**src/rtl/box_plotter.sv**
```systemverilog
// Expands one box request into a BOX_W x BOX_H row-major run of pixel writes
// for the 160x120 VGA adapter, one pixel per clock, with off-screen clipping.
module box_plotter #(
  parameter int BOX_W = 3,
  parameter int BOX_H = 3,
  parameter int X_MAX = 160,
  parameter int Y_MAX = 120
) (
  input  logic       clk,
  input  logic       resetn,
  input  logic       req_valid,
  output logic       req_ready,
  input  logic [7:0] req_x,
  input  logic [6:0] req_y,
  input  logic [2:0] req_colour,
  output logic [7:0] vga_x,
  output logic [6:0] vga_y,
  output logic [2:0] vga_colour,
  output logic       vga_plot,
  output logic       busy,
  output logic       done
);

  typedef enum logic [1:0] {S_IDLE, S_DRAW, S_DONE} state_t;

  state_t     r_state;
  logic [7:0] r_bx;
  logic [6:0] r_by;
  logic [2:0] r_dx;
  logic [2:0] r_dy;
  logic [7:0] r_vx;
  logic [6:0] r_vy;
  logic [2:0] r_vcol;
  logic       r_plot;
  logic       r_busy;
  logic       r_done;
  logic       r_ready;

  logic       w_row_end;
  logic       w_last;
  logic [2:0] w_ndx;
  logic [2:0] w_ndy;
  logic [8:0] w_px;
  logic [7:0] w_py;
  logic [8:0] w_ax;
  logic [7:0] w_ay;
  logic       w_accept;

  always_comb begin
    w_row_end = (r_dx == 3'(BOX_W - 1));
    w_last    = w_row_end && (r_dy == 3'(BOX_H - 1));
    w_ndx     = w_row_end ? '0 : r_dx + 3'd1;
    w_ndy     = w_row_end ? r_dy + 3'd1 : r_dy;
    w_px      = {1'b0, r_bx} + {6'd0, w_ndx};
    w_py      = {1'b0, r_by} + {5'd0, w_ndy};
    w_ax      = {1'b0, req_x};
    w_ay      = {1'b0, req_y};
    w_accept  = req_valid && r_ready && (r_state == S_IDLE);
  end

  // The first pixel is registered on the acceptance edge itself, so the
  // (dx,dy) registers track the pixel currently on the vga_* outputs.
  always_ff @(posedge clk or negedge resetn) begin
    if (!resetn) begin
      r_state <= S_IDLE;
      r_bx    <= '0;
      r_by    <= '0;
      r_dx    <= '0;
      r_dy    <= '0;
      r_vx    <= '0;
      r_vy    <= '0;
      r_vcol  <= '0;
      r_plot  <= 1'b0;
      r_busy  <= 1'b0;
      r_done  <= 1'b0;
      r_ready <= 1'b1;
    end else begin
      case (r_state)
        S_IDLE: begin
          r_plot <= 1'b0;
          r_done <= 1'b0;
          if (w_accept) begin
            r_bx    <= req_x;
            r_by    <= req_y;
            r_dx    <= '0;
            r_dy    <= '0;
            r_vx    <= req_x;
            r_vy    <= req_y;
            r_vcol  <= req_colour;
            r_plot  <= (w_ax < 9'(X_MAX)) && (w_ay < 8'(Y_MAX));
            r_busy  <= 1'b1;
            r_ready <= 1'b0;
            r_state <= S_DRAW;
          end
        end
        S_DRAW: begin
          if (w_last) begin
            r_plot  <= 1'b0;
            r_done  <= 1'b1;
            r_state <= S_DONE;
          end else begin
            r_dx   <= w_ndx;
            r_dy   <= w_ndy;
            r_vx   <= w_px[7:0];
            r_vy   <= w_py[6:0];
            r_plot <= (w_px < 9'(X_MAX)) && (w_py < 8'(Y_MAX));
          end
        end
        S_DONE: begin
          r_done  <= 1'b0;
          r_busy  <= 1'b0;
          r_ready <= 1'b1;
          r_state <= S_IDLE;
        end
        default: begin
          r_plot  <= 1'b0;
          r_done  <= 1'b0;
          r_busy  <= 1'b0;
          r_ready <= 1'b1;
          r_state <= S_IDLE;
        end
      endcase
    end
  end

  assign req_ready  = r_ready;
  assign vga_x      = r_vx;
  assign vga_y      = r_vy;
  assign vga_colour = r_vcol;
  assign vga_plot   = r_plot;
  assign busy       = r_busy;
  assign done       = r_done;

endmodule

```
**config.mk**
```make
export PLATFORM = sky130hd
export DESIGN_NAME = box_plotter
export DESIGN_NICKNAME = d
export VERILOG_FILES = /design/src/rtl/box_plotter.sv
export SDC_FILE = /design/constraint.sdc
export NUM_CORES = 1
export LEC_CHECK = 0
export ABC_AREA = 1
export BUFFER_PORTS_ARGS = -buffer_cell sky130_fd_sc_hd__buf_2
export CAP_MARGIN = 20
export CELL_PAD_IN_SITES_DETAIL_PLACEMENT = 1
export CELL_PAD_IN_SITES_GLOBAL_PLACEMENT = 1
export CORE_MARGIN = 2
export CORE_UTILIZATION = 41
export CTS_CLUSTER_DIAMETER = 200
export CTS_CLUSTER_SIZE = 25
export DETAILED_ROUTE_END_ITERATION = 6
export GPL_ROUTABILITY_DRIVEN = 0
export PLACE_DENSITY_LB_ADDON = 0.15
export SLEW_MARGIN = 30
export SYNTH_ARGS = -nofsm -noshare
export SYNTH_HDL_FRONTEND = slang
export SYNTH_SLANG_ARGS = --single-unit
export TNS_END_PERCENT = 20
```
**constraint.sdc**
```tcl
create_clock -name clk -period 3.21 [get_ports clk]
set_clock_uncertainty 0.15 [all_clocks]
set_input_delay 0.321 -clock clk [delete_from_list [all_inputs] [get_ports clk]]
set_output_delay 0.321 -clock clk [all_outputs]
set_load 0.01 [all_outputs]
```
==> impl_metrics.csv, run 1 <==
group,metric,value,unit
status,status,"complete, no violations",
timing,max_slew_margin,61.0,%
worst_setup_path,critPathKind,"reg2reg",
drt,dr.pass1.iters,4,
worst_setup_path,start_kind,"flip-flop",
logic_synthesis,yosysSeqAreaShare,45.0,%
global_routing,grtUsageTotal,20.9,%
floorplanning,io_pins,43,
clocking,cts_max_level,2,
layout,antennaDiodeCount,0,
layout,syn_to_final_growth,14.3,%
floorplanning,rows,28,
global_routing,grtUsageMet3,4.02,%
global_routing,grt_max_degree,46,
power,power.density,1040,nW/µm²
floorplanning,die_width,82.2,µm
clocking,insertion_delay,0.31,ns
worst_setup_path,required,3.25,ns
logic_synthesis,synth_top_area_share,43.9,%
drt,drc,0,
layout,drive_above_1_share,21.6,%
layout,layout.nets,382,
logic_synthesis,yosys.cell_types.count,30,
timing,period_share,79.0,%
worst_setup_path,r2r_start,"r_dx[0]",
run,cap_violations,0,
logic_synthesis,synth_fp_nets,340,
global_routing,grt_overflow_total,0,
placed_design,place_area,2750,µm²
clocking,cts_tree,"yes",
worst_setup_path,reg2reg_depth,12,
logic_synthesis,netlist_instances,309,
timing,fmax,0.394,GHz
global_routing,grt_use_met1,28.9,%
drt,num_vias,2130,
placed_design,port_buffers,42,
drt,drt_iter0_drc,94,
power,power_leakage,1.50,nW
layout,final_util,48.4,%
logic_synthesis,avgSynthCellArea,8.11,µm²
timing,hold_viol,0,
logic_synthesis,synth_commonest_cells,"nand2_1 (98), dfrtp_1 (44), inv_1 (32)",
worst_setup_path,critPathCaptureType,"flip-flop",
logic_synthesis,synth_edf_count,0,
timing,tightest_slew,0.585,ns
drt,viasPerCell,4.99,
clocking,cts_root_buf,"clkbuf_8",
clocking,post_cts.repair.setup_buffers,0,
logic_synthesis,yosysMostFrequentCell,"nand2_1",
layout,fin_cells,427,
clocking,cts_buffer_depth,2,
floorplanning,fp.dieH,82.2,µm
logic_synthesis,synthTopCellsByArea,"dfrtp_1 (44%), nand2_1 (15%), inv_1 (4.8%), nand3_1 (4.4%), ha_1 (4.0%)",
timing,finalSetupTns,0,ns
drt,wl_per_cell,14.6,µm
floorplanning,coreArea,5920,µm²
worst_setup_path,reg2reg_slack,0.67,ns
clocking,cts.repair.resized,0,
floorplanning,fp.dieArea,6760,µm²
drt,postRouteWirelength,6230,µm
timing,finalSetupViolCount,0,
clocking,hold_buffers,1,
worst_setup_path,r2r-end,"vga_plot",
timing,period_minus_slack,2.54,ns
worst_setup_path,cp-endpoint,"vga_plot",
drt,ant_nets,0,
floorplanning,start_util,42.3,%
global_routing,grt_pass1_vias,2213,
timing,whs,0.0634,ns
global_routing,grt_antenna_before_repair,0,
worst_setup_path,critPathLaunch,"r_dx[0]",
logic_synthesis,async_reset_ff_share,100,%
placed_design,dp_hpwl,4510,µm
logic_synthesis,ys.warnings.count,0,
global_routing,busiest_layer,"met2",
global_routing,use_met2,33.5,%
layout,design_area,2870,µm²
timing,rsz0062_at_grt,"false",
power,peakVddDrop,0.000468,V
global_routing,grt_pass1_wl,10800,µm
clocking,cts_inserted_buffers,5,
worst_setup_path,worst-endpoint-arrival,2.58,ns
logic_synthesis,yosysTopAreaCell,"dfrtp_1",
hold_path,min_path_type,"in2reg",
placed_design,place_inst,418,
logic_synthesis,synth_seq_cells,45,
clocking,clkSinkCount,45,
clocking,clkTransAtPathRegs,0.10,ns
logic_synthesis,syn_area,2510,µm²
timing,drv_slew,0,
logic_synthesis,synthFlopType,"dfrtp_1",
worst_setup_path,cp_max_fo,6,
-- cells in the final DEF, fill, tap and decap left out --
cell           synthesis  layout
nand2_1               98      98
dfrtp_1               44      44
buf_2                  2      41
inv_1                 32      32
nand3_1               22      22
nor2_1                20      20
o21ai_0               19      19
a21oi_1               11      11
o21ai_2                8       8
ha_1                   8       8
clkbuf_8               0       7
xor2_1                 6       6
nand2_2                5       5
o21ai_1                4       4
nand2_4                4       4
a31oi_1                4       4
inv_2                  2       2
nand4_1                2       2
fa_1                   2       2
buf_4                  0       2
nor3_4                 1       1
nor2_4                 1       1
nand3_2                1       1
o22ai_2                1       1
clkinv_8               1       1
nor3_1                 1       1
nand3b_1               1       1
o22ai_1                1       1
clkinv_2               0       1
dlygate4sd3_1          0       1
dfstp_2                1       1
-- critical path: stages (launching register included) --
cell	delay, ns
dfrtp_1	0.44
nor3_4	0.33
xor2_1	0.14
ha_1	0.24
fa_1	0.40
nand2_1	0.10
nand2_1	0.11
nand3_1	0.09
nand2_1	0.07
nor2_1	0.12
nand3_1	0.09
nand3_1	0.07
nand3_1	0.07
-- per-stage QoR --
stage | worst slack (ns) | power (mW)
2_1_floorplan | 0.954 | 2.17
3_3_place_gp | 0.776 | 2.55
3_5_place_dp | 0.702 | 2.61
4_1_cts | 0.661 | 3.03
5_1_grt | 0.452 | 3.30
6_report | 0.675 | 2.99
-- cell families (layout without fill, tap and decap cells) --
family,count (synthesis),after routing,synth area share (%)
AOI/OAI and AO/OA,48,48,11.3
adders and majority gates,10,10,5.59
DFF,45,45,45.0
and+or+nand+nor,156,156,27.6
xor gates and xnor gates,6,6,2.10
buffers and inverters,44,87,8.43
-- flip-flops by register name (all words and copies together) (netlist names) --
register    cells
r_state         2
r_bx            8
req_ready       1
r_dx            3
r_dy            3
vga_x           8
done            1
vga_plot        1
r_by            7
vga_colour      3
vga_y           7
busy            1
-- worst min path at each step --
stage               slack [ns]  cells past startpoint     startpoint            end
global route              0.08                      3  req_colour[0]  vga_colour[0]
global placement          0.31                      2           busy           busy
finish                    0.06                      3  req_colour[1]  vga_colour[1]
detailed placement        0.22                      1         resetn       vga_x[2]
floorplan                -0.12                      0         resetn           busy
CTS                       0.05                      3  req_colour[1]  vga_colour[1]
-- power by group --
part / total [mW] / internal, mW / switching, mW
sequential: 1.04 / 0.839 / 0.201
clock: 0.401 / 0.195 / 0.206
combinational: 1.55 / 0.566 / 0.981
-- metal layers --
layer	wire length (µm)	share of wire [%]
met1	3070	49
met2	2830	45
met4	59	0.95
met5	0	0
met3	278	4.5
-- final cells by class --
| type | count | area [µm²] |
|---|---|---|
| fillers | 767 | 3060 |
| multi-input cells | 220 | 1170 |
| flip-flops and latches | 45 | 1130 |
| repair buffers | 44 | 230 |
| inverters | 35 | 144 |
| clock buffers | 7 | 96.3 |
| well taps | 75 | 93.8 |
| clock inverters | 1 | 5.00 |
No activity file was read; power rests on OpenSTA's default activity.
==> inputs of run 2 (changes only) <==
- clock period: 3.21 -> 2.6 ns (I/O delays scaled with it)
==> run 2 against run 1 <==
Register-to-register slack lost 0.47 ns; routed wire length grew 0.80%; sequential power grew 24%; non-clock buffer count grew 7; worst hold slack lost 0.050 ns; first-iteration DRC count shrank 13%; clock power grew 20%; largest power group unchanged; highest routed layer unchanged.
==> impl_metrics.csv, run 2 (same netlist as run 1, synthesis figures left out) <==
group,metric,value,unit
drt,wl_per_cell,14.5,µm
drt,drt_iter0_drc,82,
drt,viasPerCell,4.94,
clocking,cts_tree,"yes",
layout,drive_above_1_share,25.1,%
status,status,"complete, no violations",
worst_setup_path,cpPeakStageDelay,0.44,ns
hold_path,worstHoldStart,"req_colour[0]",
clocking,insertion_delay,0.30,ns
global_routing,grt_max_degree,46,
worst_setup_path,r2r_start,"r_dx[2]",
timing,finalSetupTns,0,ns
layout,layout.nets,389,
clocking,cts_root_buf,"clkbuf_8",
timing,rsz0062_at_grt,"false",
power,power.density,1280,nW/µm²
global_routing,grtUsageTotal,19.6,%
floorplanning,fp.dieArea,6760,µm²
global_routing,grt_pass1_vias,2069,
global_routing,grt_pass1_wl,9940,µm
worst_setup_path,critPathKind,"reg2reg",
timing,period_share,92.1,%
run,cap_violations,0,
worst_setup_path,worst-endpoint-arrival,2.43,ns
drt,postRouteWirelength,6280,µm
timing,fmax,0.417,GHz
timing,tightest_slew,0.586,ns
timing,max_slew_margin,60.9,%
worst_setup_path,path_delay_family,"simple AND/OR/NAND/NOR gates",
power,peakVddDrop,0.000561,V
clocking,clkTransAtPathRegs,0.09,ns
worst_setup_path,start_kind,"flip-flop",
timing,hold_viol,0,
timing,whs,0.0130,ns
floorplanning,coreArea,5920,µm²
global_routing,grt_antenna_before_repair,0,
clocking,cts_max_level,2,
placed_design,place_area,2770,µm²
worst_setup_path,cp.depth,12,
power,power_leakage,1.52,nW
worst_setup_path,reg2reg_depth,12,
layout,final_cell_mix,"nand2_1 (96), dfrtp_1 (43), buf_2 (42)",
floorplanning,fp.dieH,82.2,µm
worst_setup_path,cpMostUsedCell,"nand3_1",
floorplanning,start_util,42.3,%
floorplanning,rows,28,
timing,finalSetupViolCount,0,
layout,design_area,2950,µm²
hold_path,min_path_type,"in2reg",
placed_design,dp_hpwl,4630,µm
timing,period_minus_slack,2.40,ns
global_routing,grt_overflow_total,0,
clocking,cts_inserted_buffers,5,
worst_setup_path,required,2.64,ns
layout,syn_to_final_growth,17.6,%
hold_path,holdPathEnd,"vga_colour[0]",
worst_setup_path,critPathCaptureType,"flip-flop",
floorplanning,io_pins,43,
worst_setup_path,cp.buffers_inverters,0,
drt,num_vias,2146,
timing,drv_slew,0,
drt,drc,0,
clocking,clkSinkCount,45,
floorplanning,die_width,82.2,µm
placed_design,port_buffers,42,
worst_setup_path,cp_max_fo,6,
worst_setup_path,cp_cell_sequence,"nor3_4 -> xor2_2 -> ha_2 -> fa_2 -> nand2_2 -> nand2_2 -> nand3_1 -> nand2_1 -> nor2_1 -> nand3_1 -> nand3_1 -> nand3_1",
worst_setup_path,r2r-end,"vga_plot",
worst_setup_path,slowest_stage,"dfrtp_2",
clocking,cts_buffer_depth,2,
drt,dr.pass1.iters,4,
layout,layout_commonest_cell,"nand2_1",
worst_setup_path,reg2reg_slack,0.20,ns
drt,ant_nets,0,
hold_path,holdPathStages,3,
layout,antennaDiodeCount,0,
==> run 2: cell types whose count changed in the layout (fill, tap and decap cells not counted), moves of 2 or more <==
cell,previous run,this run
buf_4,2,7
o21ai_1,4,6
nand2_1,98,96
o21ai_0,19,17
nand2_2,5,7
ha_1,8,6
==> run 2: area by class of cell <==
cell class / instances / area [µm²]
flip-flops and latches: 45 / 1130
fillers: 760 / 2970
inverters: 35 / 144
repair buffers: 51 / 283
clock inverters: 1 / 5.00
well taps: 75 / 93.8
multi-input cells: 220 / 1200
clock buffers: 7 / 96.3
==> run 2: worst max-delay path by stage <==
stage / startpoint / end
detailed placement: r_dx[0] / vga_plot
finish: r_dx[2] / vga_plot
CTS: r_dx[0] / vga_plot
floorplan: r_dx[0] / vga_plot
global placement: r_dy[0] / vga_plot
global route: r_dx[1] / vga_plot
==> run 2: power by group <==
part           switching (mW)  leakage, nW  internal [mW]
Clock                   0.241       0.0542          0.241
Sequential              0.253        0.544           1.04
Combinational            1.23        0.923          0.766
==> run 2: through the flow <==
step | worst slack (ns) | power, mW | std cells | util [%]
6_report | 0.204 | 3.77 | 434 | 49.8
5_1_grt | 0.0177 | 4.13 | 434 | 49.8
4_1_cts | 0.0272 | 3.74 | 431 | 48.9
3_5_place_dp | 0.0786 | 3.23 | 421 | 46.9
3_3_place_gp | 0.188 | 3.17 | 421 | 46.9
2_1_floorplan | 0.344 | 2.68 | 309 | -
==> run 2: timing repair <==
item | in CTS | in global routing
resized for setup | 0 | 10
setup buffers | 0 | 3
hold endpoints to repair | 45 | 0
hold buffers | 2 | 0
setup endpoints to repair | 0 | 3
==> run 2: routing by layer <==
| layer | vias up | share of wire (%) | track usage, % |
|---|---|---|---|
| met2 | 40 | 46 | 32.7 |
| li1 | 1081 | - | - |
| met4 | 0 | 1.0 | 5.00 |
| met5 | - | 0 | 0 |
| met3 | 5 | 3.5 | 3.80 |
| met1 | 1020 | 49 | 26.2 |
==> run 2: tightest hold or removal path, cell delays in order <==
cell and delay [ns]:
buf_2 0.07, nand2_1 0.04, nand2_1 0.05
==> inputs of run 3 (changes only) <==
- ABC_AREA: 1 -> default
- CORE_UTILIZATION: 41 -> 43
- RECOVER_POWER: default -> 50
==> run 3 against run 2 <==
Area after synthesis is 3.4% lower; setup slack worse by 0.073 ns; synthesized cell count is 27% lower; global-route usage is 0.11 points higher; sequential share of layout area is 1.3 points higher; via count is 14% lower; largest cell class unchanged; critical path type unchanged; die area is 7.6% lower; sequential power is 4% higher.
==> impl_metrics.csv, run 3 <==
group,metric,value,unit
power,pwr-share-seq,37.5,%
layout,seq_area,1130,µm²
run,cap_violations,0,
timing,max_slew_margin,36.3,%
timing,hold_viol,0,
logic_synthesis,synthTopCellsByArea,"dfrtp_1 (45%), mux2_2 (7.9%), o21ai_0 (4.8%), nand2_1 (4.7%), ha_1 (4.1%)",
clocking,cts_root_buf,"clkbuf_8",
power,p_switching,1.51,mW
worst_setup_path,required,2.63,ns
clocking,cts_inserted_buffers,5,
logic_synthesis,synth_commonest_cells,"dfrtp_1 (44), nand2_1 (30), o21ai_0 (23)",
logic_synthesis,netlist_instances,227,
layout,layout.nets,312,
timing,timing.final.ws_setup,0.131,ns
logic_synthesis,synth_edf_count,0,
status,status,"complete, no violations",
timing,tightest_slew,0.956,ns
timing,finalSetupViolCount,0,
timing,whs,0.0497,ns
logic_synthesis,yosysSeqAreaShare,46.6,%
layout,antennaDiodeCount,0,
logic_synthesis,ys.warnings.count,0,
worst_setup_path,reg2reg_slack,0.13,ns
drt,drc,0,
hold_path,min_path_type,"in2reg",
clocking,clkSinkCount,45,
global_routing,grt_antenna_before_repair,0,
worst_setup_path,critPathKind,"reg2reg",
worst_setup_path,cp_cell_sequence,"nor3b_4 -> xnor2_1 -> ha_1 -> fa_1 -> buf_4 -> nand3_1 -> nand2_1 -> nand2_1 -> o2111ai_1 -> a31o_2",
worst_setup_path,cpPeakStageDelay,0.46,ns
worst_setup_path,r2r-end,"vga_plot",
power,power_leakage,1.28,nW
global_routing,grt_pass1_wl,9610,µm
drt,viasPerCell,5.23,
layout,fillers,642,
worst_setup_path,slowest_stage,"dfrtp_2",
layout,drive_above_1_share,31.2,%
logic_synthesis,synthFlopType,"dfrtp_1",
global_routing,grt_overflow_total,0,
layout,layout_commonest_cell,"dfrtp_1",
logic_synthesis,yosys.cell_types.count,46,
drt,num_vias,1852,
floorplanning,fp.dieArea,6250,µm²
placed_design,dp_hpwl,4270,µm
drt,dr.pass1.iters,4,
timing,period_share,95.0,%
logic_synthesis,yosysTopAreaCell,"dfrtp_1",
global_routing,grtUsageTotal,19.7,%
hold_path,holdPathStages,3,
timing,fmax,0.405,GHz
placed_design,place_inst,344,
logic_synthesis,synth_seq_cells,45,
floorplanning,io_pins,43,
logic_synthesis,yosysMostFrequentCell,"dfrtp_1",
worst_setup_path,critPathLaunch,"r_dx[0]",
worst_setup_path,cp_max_fo,5,
worst_setup_path,cp-endpoint,"vga_plot",
drt,drt_iter0_drc,51,
worst_setup_path,critPathCaptureType,"flip-flop",
power,power_frac_clock,11.5,%
logic_synthesis,syn_area,2420,µm²
power,power.density,1250,nW/µm²
power,peakVddDrop,0.000498,V
clocking,cts_buffer_depth,2,
timing,rsz0062_at_grt,"true",
worst_setup_path,r2r_start,"r_dx[0]",
drt,postRouteWirelength,5620,µm
clocking,clkTransAtPathRegs,0.08,ns
clocking,cts_tree,"yes",
worst_setup_path,cpMostUsedCell,"nand2_1",
logic_synthesis,async_reset_ff_share,100,%
layout,final_cell_mix,"dfrtp_1 (41), buf_2 (32), nand2_1 (30)",
layout,syn_to_final_growth,18.1,%
layout,fin_cells,354,
placed_design,port_buffers,42,
floorplanning,start_util,44.2,%
power,intPower,2.08,mW
global_routing,grt_max_degree,20,
global_routing,grt_pass1_vias,1933,
logic_synthesis,avgSynthCellArea,10.7,µm²
floorplanning,rows,27,
clocking,insertion_delay,0.29,ns
power,p_sw_share,42.1,%
placed_design,place_ws,-0.0140,ns
timing,finalSetupTns,0,ns
layout,multiInputGateArea,1230,µm²
floorplanning,die_width,79.0,µm
timing,drv_slew,0,
floorplanning,fp.dieH,79.0,µm
worst_setup_path,start_kind,"flip-flop",
drt,wl_per_cell,15.9,µm
drt,ant_nets,0,
logic_synthesis,synth_top_area_share,45.5,%
logic_synthesis,synth_fp_nets,258,
timing,period_minus_slack,2.47,ns
floorplanning,coreArea,5470,µm²
power,comb_power_share,51.0,%
worst_setup_path,worst-endpoint-arrival,2.50,ns
worst_setup_path,reg2reg_depth,10,
clocking,cts_max_level,2,
==> run 3: cell types whose count changed after synthesis, sizes merged, moves of 6 or more <==
cell / before / now
inv: 34 / 11
mux2i: 0 / 8
mux2: 0 / 17
o21ai: 31 / 25
xnor2: 0 / 10
nand3: 23 / 4
nand2: 107 / 30
nor2: 21 / 11
==> run 3: worst min path at each step <==
stage / endpoint / startpoint / slack, ns
3_5_place_dp: vga_x[2] / resetn / 0.03
4_1_cts: r_bx[1] / req_x[1] / 0.04
2_1_floorplan: busy / resetn / -0.19
6_report: r_bx[1] / req_x[1] / 0.05
3_3_place_gp: vga_x[2] / resetn / 0.03
5_1_grt: vga_colour[0] / req_colour[0] / 0.04
==> run 3: area by class of cell <==
type                       instances  share of cell area [%]
clock buffer                       8                    2.80
inverter                          11                    1.44
multi-input combinational        163                    42.9
sequential                        45                    39.5
tap                               72                    3.15
timing repair buffer              55                    10.1
==> run 3: through the flow <==
stage	total power [mW]	utilization [%]	instance area, µm²
final	3.59	52.3	2860
after global routing	3.92	52.3	2860
after floorplan	2.58	-	2420
after CTS	3.61	52.0	2850
after global placement	3.10	50.2	2750
after detailed placement	3.15	50.2	2750
==> run 3: per-layer routing <==
metal  vias to the layer above  global-route usage (%)  part of all wire, %
li1                        905                       -                    -
met1                       915                    27.1                   48
met2                        30                    32.8                   49
met3                         2                    3.52                  2.6
met4                         0                    4.14                 0.52
met5                         -                       0                    0
==> run 3: logic make-up (layout without fill, tap and decap cells) <==
family	count (synthesis)	count (layout)	share of synthesized area [%]
AO/OA/AOI/OAI	56	56	15.6
XOR/XNOR	11	11	3.98
adder cells (fa/ha/maj)	10	10	5.79
buffers and inverters	19	74	4.03
flip-flops	45	45	46.6
multiplexers	25	25	11.2
AND/OR/NAND/NOR	61	61	12.8
==> run 3: worst max-delay path: cells and delay by family (launching register included) <==
family	cells	cell delay (ns)
xor gates and xnor gates	1	0.11
AOI/OAI and AO/OA	2	0.38
buffers and inverters	1	0.16
DFF	1	0.46
adders and majority gates	2	0.61
and+or+nand+nor	4	0.49
==> run 3: repair_timing <==
action	in CTS	in global routing
endpoints found under the hold margin	12	0
gates resized for setup	1	14
pin swaps	0	3
endpoints found under the setup margin	2	7
buffers inserted	1	0
hold buffers	1	0
==> run 3: power by group through the flow <==
stage | Clock, mW | Sequential, mW | Combinational, mW
after floorplan | 0 | 1.35 | 1.23
after global placement | 0 | 1.33 | 1.77
after detailed placement | 0 | 1.34 | 1.81
after CTS | 0.438 | 1.33 | 1.84
after global routing | 0.456 | 1.40 | 2.07
final | 0.413 | 1.34 | 1.83
